## src/rtl/divider_pkg.sv

```systemverilog
// Shared types and default widths for the sequential restoring divider.
package divider_pkg;

  localparam int DEF_DIVIDEND_W = 16;
  localparam int DEF_DIVISOR_W  = 8;

  function automatic int cnt_width(input int w);
    return (w > 1) ? $clog2(w) : 1;
  endfunction

  localparam int CNT_W = cnt_width(DEF_DIVIDEND_W);

  typedef enum logic [1:0] {
    IDLE = 2'd0,
    CALC = 2'd1,
    DONE = 2'd2
  } state_t;

endpackage

```

## src/rtl/div_step.sv

```systemverilog
// One combinational restoring-division step: shift in a dividend bit, trial-subtract, restore on borrow.
module div_step
  import divider_pkg::*;
#(
  parameter int DIVISOR_W = DEF_DIVISOR_W
) (
  input  logic [DIVISOR_W:0]   rem,
  input  logic                 dvd_bit,
  input  logic [DIVISOR_W-1:0] divisor,
  output logic [DIVISOR_W:0]   new_rem,
  output logic                 q_bit
);

  logic        [DIVISOR_W:0]   shifted;
  logic signed [DIVISOR_W+1:0] trial;

  always_comb begin
    shifted = {rem[DIVISOR_W-1:0], dvd_bit};
    trial   = $signed({1'b0, shifted}) - $signed({2'b00, divisor});
    // A set top bit of rem means the shifted value already exceeds any divisor.
    q_bit   = rem[DIVISOR_W] | ~trial[DIVISOR_W+1];
    new_rem = q_bit ? trial[DIVISOR_W:0] : shifted;
  end

endmodule

```

## src/rtl/divider_seq.sv

```systemverilog
// Sequential unsigned restoring divider: one quotient bit per clock, start/busy/done handshake.
module divider_seq
  import divider_pkg::*;
#(
  parameter int DIVIDEND_W = DEF_DIVIDEND_W,
  parameter int DIVISOR_W  = DEF_DIVISOR_W
) (
  input  logic                  clk,
  input  logic                  rst,
  input  logic                  start,
  input  logic [DIVIDEND_W-1:0] vector1,
  input  logic [DIVISOR_W-1:0]  vector2,
  output logic                  busy,
  output logic                  done,
  output logic [DIVIDEND_W-1:0] quotient,
  output logic [DIVISOR_W-1:0]  remainder,
  output logic                  div_zero
);

  localparam int CW = cnt_width(DIVIDEND_W);

  state_t                state;
  logic [CW-1:0]         cnt;
  logic [DIVIDEND_W-1:0] dvd;
  logic [DIVISOR_W-1:0]  dvs;
  logic [DIVISOR_W:0]    rem;
  logic [DIVISOR_W:0]    new_rem;
  logic                  q_bit;
  logic                  accept;

  assign accept = start && ((state == IDLE) || (state == DONE));

  div_step #(.DIVISOR_W(DIVISOR_W)) u_step (
    .rem     (rem),
    .dvd_bit (dvd[DIVIDEND_W-1]),
    .divisor (dvs),
    .new_rem (new_rem),
    .q_bit   (q_bit)
  );

  // Control and result registers
  always_ff @(posedge clk) begin
    if (rst) begin
      state     <= IDLE;
      cnt       <= '0;
      busy      <= 1'b0;
      done      <= 1'b0;
      quotient  <= '0;
      remainder <= '0;
      div_zero  <= 1'b0;
    end else begin
      done <= 1'b0;
      unique case (state)
        IDLE, DONE: begin
          if (start) begin
            if (vector2 == '0) begin
              state     <= DONE;
              busy      <= 1'b0;
              done      <= 1'b1;
              quotient  <= '1;
              remainder <= vector1[DIVISOR_W-1:0];
              div_zero  <= 1'b1;
            end else begin
              state <= CALC;
              busy  <= 1'b1;
              cnt   <= CW'(DIVIDEND_W - 1);
            end
          end else begin
            state <= IDLE;
          end
        end
        CALC: begin
          if (cnt == '0) begin
            state     <= DONE;
            busy      <= 1'b0;
            done      <= 1'b1;
            quotient  <= {dvd[DIVIDEND_W-2:0], q_bit};
            remainder <= new_rem[DIVISOR_W-1:0];
            div_zero  <= 1'b0;
          end else begin
            cnt <= cnt - 1'b1;
          end
        end
        default: state <= IDLE;
      endcase
    end
  end

  // Datapath: operands captured on accept, then shifted one bit per CALC cycle
  always_ff @(posedge clk) begin
    if (accept) begin
      dvd <= vector1;
      dvs <= vector2;
      rem <= '0;
    end else if (state == CALC) begin
      dvd <= {dvd[DIVIDEND_W-2:0], q_bit};
      rem <= new_rem;
    end
  end

endmodule

```

## config.mk

```make
export PLATFORM = sky130hd
export DESIGN_NAME = divider_seq
export DESIGN_NICKNAME = d
export VERILOG_FILES = /design/src/rtl/divider_pkg.sv /design/src/rtl/div_step.sv /design/src/rtl/divider_seq.sv
export SDC_FILE = /design/constraint.sdc
export NUM_CORES = 1
export LEC_CHECK = 0
export BUFFER_PORTS_ARGS = -buffer_cell sky130_fd_sc_hd__buf_2
export CAP_MARGIN = 30
export CORE_ASPECT_RATIO = 0.75
export CORE_MARGIN = 10
export CORE_UTILIZATION = 35
export DETAILED_ROUTE_END_ITERATION = 10
export GPL_ROUTABILITY_DRIVEN = 0
export PLACE_DENSITY = 0.59
export SLEW_MARGIN = 0
export SYNTH_ARGS = -nofsm -noshare
export SYNTH_HDL_FRONTEND = slang
export SYNTH_SLANG_ARGS = --single-unit
```

## constraint.sdc

```tcl
create_clock -name clk -period 3.6 [get_ports clk]
set_clock_uncertainty 0.2 [all_clocks]
set_input_delay 0.72 -clock clk [delete_from_list [all_inputs] [get_ports clk]]
set_output_delay 0.72 -clock clk [all_outputs]
set_load 0.02 [all_outputs]
```

# == After elaboration in Yosys (flattened, before gate mapping) ==
# Cells that the tools add are included.
# Widths: inputs -> output; s select.
# totals
in_bits,27
reg_bits,66
output_inout_bits,27
# op_classes
n_mux,30
n_reduce_logical,11
n_bitwise,2
add_sub_neg,2
n_eq_ne,7
# op_table
operator,count
$mux 16,5
$pmux 16 s2,1
$mux 8,3
$pmux 8 s2,1
$mux 4,3
$ne 2x2->1 const B,5
$sub 9x8->10,1
$mux 9,1
$logic_not 8->1,1
$mux 1,8
$pmux 4 s2,1
$reduce_and 4->1,2
$mux 2,3
$pmux 1 s2,3
$logic_not 4->1,1
$pmux 2 s2,1
$reduce_bool 2->1,2
$sub 4x1->4 const B,1
$reduce_and 3->1,1
$eq 2x1->1 const B,1
$eq 2x2->1 const B,1
$logic_not 2->1,1
$reduce_or 2->1,1
$logic_and 1x1->1,1
other kinds (3),3

# == Longest topological paths before layout ==
# Gate-level depths: netlist of the first run.
# depth
ltp_word,6
ltp_mapped,10
depth_no_buf,10

# == By module ==
# From an unflattened synthesis of the first run, not the netlist that was laid out.
# hier_totals
hier_cells,272
area_unflattened_um2,3116.7
# by_module_without_submodules
module,n_inst,seq_area_each_um2,area_per_inst_um2,cells_each
divider_seq,1,1561.5,2591.2,202
div_step,1,0.0,525.5,70

# == Least setup slack after synthesis of the first run ==
# No wires, ideal clock.
# synth_timing
path_type,input port to flip-flop
startpoint,in vector2[5]
endpoint,reg remainder[2]
setup_time_ns,0.134
cell_stages,6
path_slack_ns,1.123
path_buffers,1
required_time_ns,3.266
t_arrival_ns,2.143
cell_sequence,or4_1 -> or3_4 -> buf_6 -> and3_1 -> a21oi_1 -> o22ai_1
# synth_via
elab_chain_cells,3
# synth_lines
element,line,source
"start, declared",divider_seq.sv:12,"input logic [DIVISOR_W-1:0] vector2,"
$logic_not 8->1,divider_seq.sv:56,if (vector2 == '0) begin
$ne 2x2->1 (no source line),--,
$reduce_and 4->1 (no source line),--,
"end signal, assigned",divider_seq.sv:61,remainder <= vector1[DIVISOR_W-1:0];
"end signal, assigned",divider_seq.sv:78,remainder <= new_rem[DIVISOR_W-1:0];
"end, declared",divider_seq.sv:16,"output logic [DIVISOR_W-1:0] remainder,"
# Every way passes these cells.
# A chain may end at the register's enable or synchronous reset.

# == Worst setup path after layout of the first run ==
# layout_timing
startpoint,reg dvd[15]
endpoint,reg rem[8]
# layout_via
elab_chain_cells,4
# layout_lines
element,line,source
"start, declared",divider_seq.sv:24,logic [DIVIDEND_W-1:0] dvd;
"start signal, assigned",divider_seq.sv:92,dvd <= vector1;
"start signal, assigned",divider_seq.sv:96,"dvd <= {dvd[DIVIDEND_W-2:0], q_bit};"
$sub 9x8->10 (*),div_step.sv:19,"trial = $signed({1'b0, shifted}) - $signed({2'b00, divisor});"
$not 1->1,div_step.sv:21,q_bit = rem[DIVISOR_W] | ~trial[DIVISOR_W+1];
$or 1x1->1,div_step.sv:21,
$mux 9 (*),div_step.sv:22,new_rem = q_bit ? trial[DIVISOR_W:0] : shifted;
"end signal, assigned",divider_seq.sv:97,rem <= new_rem;
"end, declared",divider_seq.sv:26,logic [DIVISOR_W:0] rem;
# Every way passes the cells marked *; elsewhere a longest branch is shown, timed or not.

==> impl_metrics.tcl, run 1 <==
set metrics [dict create \
    power.switching_mw 0.807 \
    io_pins 54 \
    top_usage_layer "met2" \
    clockBufferDepth 2 \
    ys_seq_area_share_pct 51.8 \
    cts-root-buf "clkbuf_16" \
    met1_usage_pct 15.8 \
    final_common_cell "nand2_1" \
    hold_start "quotient[8]$_SDFFE_PP0P_" \
    leakage_nw 1.61 \
    htree_levels 3 \
    crit_path_start_kind "flop" \
    dieArea_um2 12800 \
    final-setup-viol-count 0 \
    grt_max_degree 41 \
    grt_use_met2_pct 18.5 \
    comb_power_share_pct 25.7 \
    powerDensity_nw_per_um2 699 \
    design_area_um2 3690 \
    maxCapViolCount 0 \
    multiInputGateArea_um2 1300 \
    ys_seq_elements 66 \
    peakVddDrop_v 0.000234 \
    cts-resized-gates 0 \
    sequentialPowerShare_pct 37.4 \
    clkPwrFrac_pct 36.9 \
    slew_viol_final 0 \
    synthArstFlopShare_pct 0 \
    gr-usage-met3_pct 4.32 \
    dp_hpwl_mm 5.39 \
    status "finished, final reports clean" \
    cp-startpoint "dvd[15]$_DFFE_PP_" \
    yosysWarningCount 0 \
    fp.dieH_um 100 \
    holdCritPathClass "reg -> reg" \
    critPathMaxFanout 3 \
    area_growth_pct 22.4 \
    r2r-start "dvd[15]$_DFFE_PP_" \
    route.detailed.wl_per_inst_um 15.4 \
    antenna_found_initial 0 \
    nets 418 \
    fmax_ghz 0.379 \
    tritoncts "done" \
    std_cell_rows 29 \
    synth-edff-count 24 \
    final-seq-area_um2 1560 \
    numCtsBuffers 9 \
    final_cell_mix "nand2_1, buf_2, nor2_1, dfxtp_1, edfxtp_1" \
    vias 2440 \
    ant_nets 0 \
    wl_mm 7.60 \
    postCtsSetupBuffers 0 \
    critical_path.endpoint_type "flop" \
    finalSetupTns_ns 0 \
    arrival_ns 2.71 \
    worst_slew_pin_slew_ns 0.754 \
    dieWidth_um 127 \
    io_buffers 53 \
    syn_area_um2 3020 \
    antenna_cells 0 \
    slew_headroom_pct 49.8 \
    hold_viol 0 \
    hold-worst-slack_ns 0.293 \
    grt_overflow_total 0 \
    clk_pin_slew_ns 0.06 \
    synth_cells 329 \
    clkSinkCount 66 \
    fp.coreArea_um2 8420 \
    p_int_mw 1.78 \
    synthDistinctLibCells 50 \
    fin_crit_sh_pct 73.4 \
    rsz0062_at_grt "no" \
    synth_ff_type "dfxtp_1" \
    grt_usage_pct 12.1 \
    drive_above_1_share_pct 21.2 \
    drtIter0Drc 185 \
    placed_cell_area_um2 3370 \
    drcViolationCount 0 \
    hold_buffers 0 \
    first_global_vias 2462 \
    synth_fp_nets 366 \
    avgSynthCellArea_um2 9.17 \
    cp.required_ns 3.67 \
    p_sw_share_pct 31.3 \
    fin_crit_ns 2.64 \
    via_per_inst 4.94 \
    first_pass_iters 4 \
    grt_pass1_wl_mm 12.6 \
    critPathKind "reg -> reg" \
    clk_latency_ns 0.32 \
    fillers 861 \
    start_util_pct 35.8 \
]
## routing by layer
layer	routed length (um)	part of all wire (%)	vias up
met1	3770	50	1128
met3	320	4.2	8
met2	3410	45	50
met4	89	1.2	0
met5	0	0	-
li1	-	-	1254
## state kept, by name, indices dropped and copies added (netlist names)
register,cells
dvs,8
dvd,16
state,2
rem,9
busy,1
remainder,8
quotient,16
div_zero,1
cnt,4
done,1
## metrics by stage
stage / worst slack (ns) / cells / power, mW / utilization (%)
floorplan: 1.12 / 329 / 1.47 / -
global placement: 0.926 / 478 / 1.63 / 40.0
detailed placement: 0.873 / 478 / 1.65 / 40.0
CTS: 0.939 / 494 / 2.61 / 43.9
global route: 0.778 / 494 / 2.74 / 43.9
finish: 0.959 / 494 / 2.58 / 43.9
## synth_stat cells, types with 2 or more instances
| library cell | n | area (um2) |
|---|---|---|
| a21oi_1 | 19 | 95.1 |
| a22o_1 | 2 | 17.5 |
| a311oi_1 | 3 | 26.3 |
| a31oi_1 | 3 | 18.8 |
| and3_1 | 4 | 25.0 |
| buf_1 | 2 | 7.51 |
| buf_2 | 7 | 35.0 |
| buf_6 | 2 | 22.5 |
| clkbuf_1 | 6 | 22.5 |
| dfxtp_1 | 42 | 841 |
| edfxtp_1 | 24 | 721 |
| ha_1 | 9 | 113 |
| inv_1 | 18 | 67.6 |
| mux2i_1 | 4 | 40.0 |
| nand2_1 | 59 | 221 |
| nand2b_1 | 3 | 18.8 |
| nand3_1 | 11 | 55.1 |
| nor2_1 | 42 | 158 |
| nor2b_1 | 3 | 18.8 |
| nor3_1 | 20 | 100 |
| nor4_1 | 2 | 12.5 |
| o211a_1 | 2 | 20.0 |
| o21ai_0 | 3 | 15.0 |
| o22ai_1 | 3 | 18.8 |
| o2bb2ai_1 | 2 | 17.5 |
| o311ai_0 | 2 | 17.5 |
| o41ai_1 | 5 | 43.8 |
| xnor2_1 | 5 | 43.8 |
## final cells by class
cell class | count | share of cell area (%)
Multi-Input combinational cell | 228 | 35.2
Inverter | 18 | 1.83
Sequential cell | 66 | 42.3
Clock buffer | 9 | 6.10
Clock inverter | 7 | 2.74
Timing Repair Buffer | 58 | 8.20
Tap cell | 108 | 3.66
## logic make-up (layout without fill, tap and decap cells)
kind of cell	after synthesis	in the layout	synth area share, %
xor gates and xnor gates	6	6	1.74
buffers and inverters	35	92	5.14
muxes	5	5	1.70
DFF	66	66	51.8
adders and majority gates	10	10	4.40
AOI/OAI and AO/OA	52	52	11.8
and+or+nand+nor	155	155	23.4
## critical path: stages, from the launching register on
cell       delay [ns]
edfxtp_1         0.36
inv_1            0.12
ha_1             0.18
inv_1            0.06
fa_1             0.40
a21o_1           0.20
o2bb2ai_1        0.17
nor4_1           0.23
nor3_1           0.12
or4b_1           0.47
nand2_1          0.06
## final timing paths
kind	end	slack, ns	cells after the start
min	quotient[8]$_SDFFE_PP0P_	0.29	2
max	rem[8]$_SDFFE_PP0P_	0.96	10
max reg2reg	rem[8]$_SDFFE_PP0P_	0.96	10
min reg2reg	quotient[8]$_SDFFE_PP0P_	0.29	2
## power groups by stage
stage          logic (mW)  registers [mW]  clock network, mW
5_1_grt             0.759           0.981               1.00
3_5_place_dp        0.668           0.982                  0
4_1_cts             0.673           0.967              0.970
6_report            0.663           0.967              0.952
3_3_place_gp        0.649           0.980                  0
2_1_floorplan       0.478           0.993                  0
(Power assumes the default switching activity.)
==> inputs of run 2 (changes only) <==
--- a/config.mk
+++ b/config.mk
@@ -5,6 +5,7 @@
 export SDC_FILE = /design/constraint.sdc
 export NUM_CORES = 1
 export LEC_CHECK = 0
+export ABC_AREA = 1
 export BUFFER_PORTS_ARGS = -buffer_cell sky130_fd_sc_hd__buf_2
 export CAP_MARGIN = 30
 export CORE_ASPECT_RATIO = 0.75
==> constraint.sdc (replaced) <==
create_clock -name clk -period 2.45 [get_ports clk]
set_clock_uncertainty 0.2 [all_clocks]
set_input_delay 0.49 -clock clk [delete_from_list [all_inputs] [get_ports clk]]
set_output_delay 0.49 -clock clk [all_outputs]
set_load 0.02 [all_outputs]
==> run 2 against run 1 <==
  * Sequential cell count stayed put
  * Largest cell class unchanged
  * Worst hold slack got worse by 0.14 ns
  * Via count up 15%
==> impl_metrics.tcl, run 2 <==
set metrics [dict create \
    critPathMaxFanout 4 \
    post-route-util_pct 43.3 \
    cp.required_ns 2.44 \
    synthDistinctLibCells 38 \
    leakage_nw 1.92 \
    ant_nets 0 \
    fmax_ghz 0.459 \
    postCtsSetupBuffers 0 \
    synth_area_leaders "dfxtp_1, edfxtp_1, nand2_1" \
    via_per_inst 4.95 \
    r2r-start "dvd[15]$_DFFE_PP_" \
    dp_slack_ns 0.190 \
    drtIter0Drc 230 \
    largestRegisters "dvd x16, quotient x16, rem x9" \
    worst_slew_pin_slew_ns 0.494 \
    comb_power_share_pct 31.0 \
    status "finished, final reports clean" \
    hold_end "dvs[1]$_DFFE_PP_" \
    gr-usage-met3_pct 4.01 \
    route.detailed.wl_per_inst_um 14.9 \
    grt_max_degree 26 \
    hold_buffers 0 \
    yosysWarningCount 0 \
    io_buffers 53 \
    fillers 908 \
    clkPwrFrac_pct 33.7 \
    std_cell_rows 30 \
    arrival_ns 2.17 \
    nets 489 \
    clk_pin_slew_ns 0.05 \
    synthArstFlopShare_pct 0 \
    rsz0062_at_grt "no" \
    antenna_cells 0 \
    yosysMostFrequentCell "nand2_1" \
    clk_latency_ns 0.33 \
    synth_cells 394 \
    grt_usage_pct 13.0 \
    numCtsBuffers 9 \
    grt_pass1_wl_mm 13.9 \
    synth_fp_nets 431 \
    area_growth_pct 21.5 \
    grt_use_met2_pct 19.7 \
    r2r.worst_path.cells 10 \
    synth-edff-count 24 \
    slew_headroom_pct 67.0 \
    first_global_vias 2809 \
    synthTopCellsByCount "nand2_1, inv_1, dfxtp_1, edfxtp_1, nor2_1" \
    fin_crit_sh_pct 89.0 \
    avgSynthCellArea_um2 8.16 \
    synth_largest_area_cell "dfxtp_1" \
    powerDensity_nw_per_um2 1040 \
    io_pins 54 \
    met1_usage_pct 17.5 \
    hold_start "vector2[1]" \
    ys_seq_area_share_pct 48.6 \
    holdCritPathClass "in -> reg" \
    rrSetupSlack_ns 0.27 \
    p_total_mw 4.06 \
    crit_path_start_kind "flop" \
    start_util_pct 35.7 \
    sequentialPowerShare_pct 35.3 \
    clkSinkCount 66 \
    fp.coreArea_um2 9010 \
    first_pass_iters 7 \
    slew_viol_final 0 \
    grt_overflow_total 0 \
    antenna_found_initial 0 \
    tritoncts "done" \
    htree_levels 3 \
    hold_viol 0 \
    fin_crit_ns 2.18 \
    dp_hpwl_mm 6.35 \
    peakVddDrop_v 0.000379 \
    final.setup.worst_slack_ns 0.271 \
    ys_seq_elements 66 \
    critPathKind "reg -> reg" \
    syn_area_um2 3210 \
    dieWidth_um 131 \
    wl_mm 8.45 \
    final_common_cell "nand2_1" \
    rr_endpoint "remainder[4]$_SDFFE_PP0P_" \
    final-setup-viol-count 0 \
    holdPathStages 1 \
    power.switching_mw 1.41 \
    drive_above_1_share_pct 19.5 \
    p_int_mw 2.64 \
    fp.dieH_um 103 \
    top_usage_layer "met2" \
    final_cell_mix "nand2_1, inv_1, buf_2, dfxtp_1, edfxtp_1" \
    synth_top_area_share_pct 26.2 \
    clockBufferDepth 2 \
    synth_ff_type "dfxtp_1" \
    dieArea_um2 13500 \
    cts-root-buf "clkbuf_16" \
    finalSetupTns_ns 0 \
    p_sw_share_pct 34.8 \
    vias 2816 \
    drcViolationCount 0 \
    cts-resized-gates 0 \
    maxCapViolCount 0 \
    critical_path.endpoint_type "flop" \
]
run 2: power groups by stage:
| stage | Sequential, mW | Combinational, mW | Clock [mW] |
|---|---|---|---|
| global route | 1.45 | 1.44 | 1.44 |
| detailed placement | 1.45 | 1.24 | 0 |
| CTS | 1.43 | 1.25 | 1.38 |
| floorplan | 1.44 | 0.941 | 0 |
| finish | 1.43 | 1.26 | 1.37 |
| global placement | 1.45 | 1.23 | 0 |
run 2: cells by family after synthesis:
| group | synth area share [%] |
|---|---|
| compound gates | 11.4 |
| xor+xnor | 0.818 |
| fa+ha+maj | 4.13 |
| buf+inv | 10.5 |
| flops | 48.6 |
| simple gates | 24.5 |
run 2: stage by stage:
stage / cell area [um2] / cells / hold WS, ns
global route: 3910 / 569 / 0.146
global placement: 3590 / 553 / 0.257
detailed placement: 3590 / 553 / 0.261
finish: 3910 / 569 / 0.151
floorplan: 3210 / 394 / 0.236
CTS: 3910 / 569 / 0.144
run 2: how the worst max path moves through the flow:
stage                             start                   endpoint  slack [ns]  cells after the start
detailed placement           vector2[3]  remainder[7]$_SDFFE_PP0P_        0.19                     11
floorplan              dvs[3]$_DFFE_PP_        rem[0]$_SDFFE_PP0P_        0.57                     10
global placement             vector2[3]  remainder[7]$_SDFFE_PP0P_        0.27                     11
finish                dvd[15]$_DFFE_PP_  remainder[4]$_SDFFE_PP0P_        0.27                     10
global route        rem[2]$_SDFFE_PP0P_        rem[5]$_SDFFE_PP0P_         0.1                      8
CTS                   dvd[15]$_DFFE_PP_  remainder[4]$_SDFFE_PP0P_        0.29                     10
run 2: final cells by class:
| cell class | instances | area, um2 | share of cell area (%) |
|---|---|---|---|
| inverter | 66 | 253 | 6.47 |
| timing repair buffer | 60 | 318 | 8.14 |
| clock buffer | 9 | 225 | 5.77 |
| multi-input combinational | 249 | 1310 | 33.6 |
| clock inverter | 7 | 93.8 | 2.40 |
| tap | 112 | 140 | 3.59 |
| sequential | 66 | 1560 | 40.0 |
run 2: routing by layer:
layer / up-vias / routed length [um]
li1: 1415 / -
met1: 1316 / 4090
met2: 78 / 3730
met3: 7 / 553
met4: 0 / 87
met5: - / 0
run 2: critical path, cell delays in order (launching register included):
cell	delay, ns
edfxtp_1	0.36
inv_1	0.08
ha_1	0.14
inv_1	0.09
fa_1	0.45
nand2_1	0.10
nand3_1	0.11
xnor2_1	0.21
nand2_1	0.13
nand4_1	0.13
a21oi_1	0.07
==> inputs of run 3 (changes only) <==
--- a/config.mk
+++ b/config.mk
@@ -5,7 +5,6 @@
 export SDC_FILE = /design/constraint.sdc
 export NUM_CORES = 1
 export LEC_CHECK = 0
-export ABC_AREA = 1
 export BUFFER_PORTS_ARGS = -buffer_cell sky130_fd_sc_hd__buf_2
 export CAP_MARGIN = 30
 export CORE_ASPECT_RATIO = 0.75
==> run 3 against run 2 <==
  * Power rose by 2.9%
  * Via count fell by 7.3%
  * Non-clock buffer count rose by 21
  * First-iteration DRC count fell by 34%
  * Critical path depth fell by 2
  * Sequential power barely moved
  * Combinational power rose by 7%
  * Die area fell by 5.1%
  * Maximum frequency fell by 9.7%
  * Core utilization rose by 3.9 points
  * Worst hold slack improved by 0.0033 ns
  * Critical path type unchanged
  * Largest power group unchanged
==> impl_metrics.tcl, run 3 (synthesis gave the netlist of run 1 again) <==
set metrics [dict create \
    status "finished, final reports clean" \
    route.detailed.wl_per_inst_um 15.3 \
    critical_path.endpoint_type "flop" \
    dieArea_um2 12800 \
    vias 2610 \
    rsz0062_at_grt "yes" \
    fp.dieH_um 100 \
    hold_start "vector2[2]" \
    final-setup-viol-count 0 \
    first_global_vias 2598 \
    clk_latency_ns 0.32 \
    fin_crit_ns 2.41 \
    area_growth_pct 32.0 \
    crit_path_top_delay_cell "dfxtp_1" \
    io_pins 54 \
    final_common_cell "nand2_1" \
    peakVddDrop_v 0.000375 \
    fin_crit_sh_pct 98.5 \
    nets 441 \
    cts-root-buf "clkbuf_16" \
    hold-worst-slack_ns 0.154 \
    clk_pin_slew_ns 0.06 \
    numCtsBuffers 9 \
    wl_mm 7.91 \
    dieWidth_um 127 \
    maxCapViolCount 0 \
    leakage_nw 1.75 \
    drcViolationCount 0 \
    p_int_mw 2.89 \
    via_per_inst 5.05 \
    dp_slack_ns -0.0103 \
    grt_usage_pct 12.3 \
    worst_slew_pin_slew_ns 0.754 \
    tritoncts "done" \
    p_sw_share_pct 30.8 \
    r2r-start "rem[0]$_SDFFE_PP0P_" \
    grt_pass1_wl_mm 12.7 \
    clkPwrFrac_pct 33.4 \
    cp.required_ns 2.46 \
    slew_viol_final 0 \
    crit_buf_inv 1 \
    first_pass_iters 4 \
    holdCritPathClass "in -> reg" \
    final-seq-area_um2 1560 \
    antenna_cells 0 \
    std_cell_rows 29 \
    dp_hpwl_mm 5.65 \
    hold_viol 0 \
    sequentialPowerShare_pct 34.2 \
    crit_chain "ha_4 -> nor2b_4 -> o21ai_2 -> o211a_1 -> o211ai_1 -> buf_4 -> mux2_4 -> a22o_1" \
    crit_path_start_kind "flop" \
    fillers 816 \
    clockBufferDepth 2 \
    fp.coreArea_um2 8420 \
    fmax_ghz 0.414 \
    io_buffers 53 \
    comb_power_share_pct 32.3 \
    grt_max_degree 24 \
    htree_levels 3 \
    ant_nets 0 \
    critPathMaxFanout 4 \
    antenna_found_initial 0 \
    largestRegisters "dvd x16, quotient x16, rem x9" \
    final.setup.worst_slack_ns 0.0365 \
    path_delay_family "compound AO/OA/AOI/OAI gates" \
    drtIter0Drc 152 \
    drive_above_1_share_pct 29.3 \
    critPathKind "reg -> reg" \
    slew_headroom_pct 49.7 \
    powerDensity_nw_per_um2 1050 \
    arrival_ns 2.43 \
    multiInputGateArea_um2 1390 \
    grt_overflow_total 0 \
    clkSinkCount 66 \
    cp-startpoint "rem[0]$_SDFFE_PP0P_" \
    power.switching_mw 1.28 \
    cpPeakStageDelay_ns 0.37 \
    start_util_pct 35.8 \
    final_cell_mix "nand2_1, buf_2, nor2_1, dfxtp_1, edfxtp_1" \
]
-- run 3: area by class of cell --
cell class,instances,share of cell area [%]
Tap cell,108,3.39
Sequential cell,66,39.2
Clock buffer,10,6.00
Inverter,18,1.70
Multi-Input combinational cell,228,34.8
Timing Repair Buffer,81,12.6
Clock inverter,6,2.23
-- run 3: routing by layer --
| metal | up-vias | wire (um) | global-route usage, % |
|---|---|---|---|
| met5 | - | 0 | 0 |
| met3 | 4 | 416 | 3.84 |
| met4 | 0 | 76 | 4.98 |
| met1 | 1248 | 3650 | 15.2 |
| li1 | 1301 | - | - |
| met2 | 57 | 3770 | 19.4 |
-- run 3: stage by stage --
stage	setup TNS, ns	utilization (%)	area, um2	std cells	power (mW)
after detailed placement	-0.0112	41.5	3490	493	2.49
after global routing	-0.336	47.3	3980	517	4.41
after CTS	0	45.4	3820	509	3.92
after floorplan	0	-	3020	329	2.16
final	0	47.3	3980	517	4.17
after global placement	0	41.5	3490	493	2.48
-- run 3: what timing repair did --
action	CTS	global route
gates cloned	0	1
endpoints found under the hold margin	0	0
hold buffers	0	0
gates resized for setup	1	23
pin swaps	2	9
buffers inserted	0	7
setup endpoints to repair	1	21
-- run 3: final timing paths --
path | end | slack, ns | cells after the start
setup / recovery | rem[5]$_SDFFE_PP0P_ | 0.04 | 8
hold / removal | dvs[2]$_DFFE_PP_ | 0.15 | 1
setup reg to reg | rem[5]$_SDFFE_PP0P_ | 0.04 | 8
hold reg to reg | div_zero$_SDFFE_PP0P_ | 0.29 | 2
-- run 3: power by group through the flow --
| stage | registers (mW) | logic (mW) | clock network [mW] |
|---|---|---|---|
| after global placement | 1.44 | 1.04 | 0 |
| after CTS | 1.42 | 1.07 | 1.43 |
| after detailed placement | 1.44 | 1.05 | 0 |
| after floorplan | 1.46 | 0.703 | 0 |
| after global routing | 1.45 | 1.49 | 1.46 |
| final | 1.43 | 1.35 | 1.39 |
-- run 3: worst reg2reg max path, cell delays in order (launching register included) --
cell	delay [ns]
dfxtp_1	0.37
ha_4	0.29
nor2b_4	0.13
o21ai_2	0.07
o211a_1	0.25
o211ai_1	0.35
buf_4	0.19
mux2_4	0.30
a22o_1	0.17
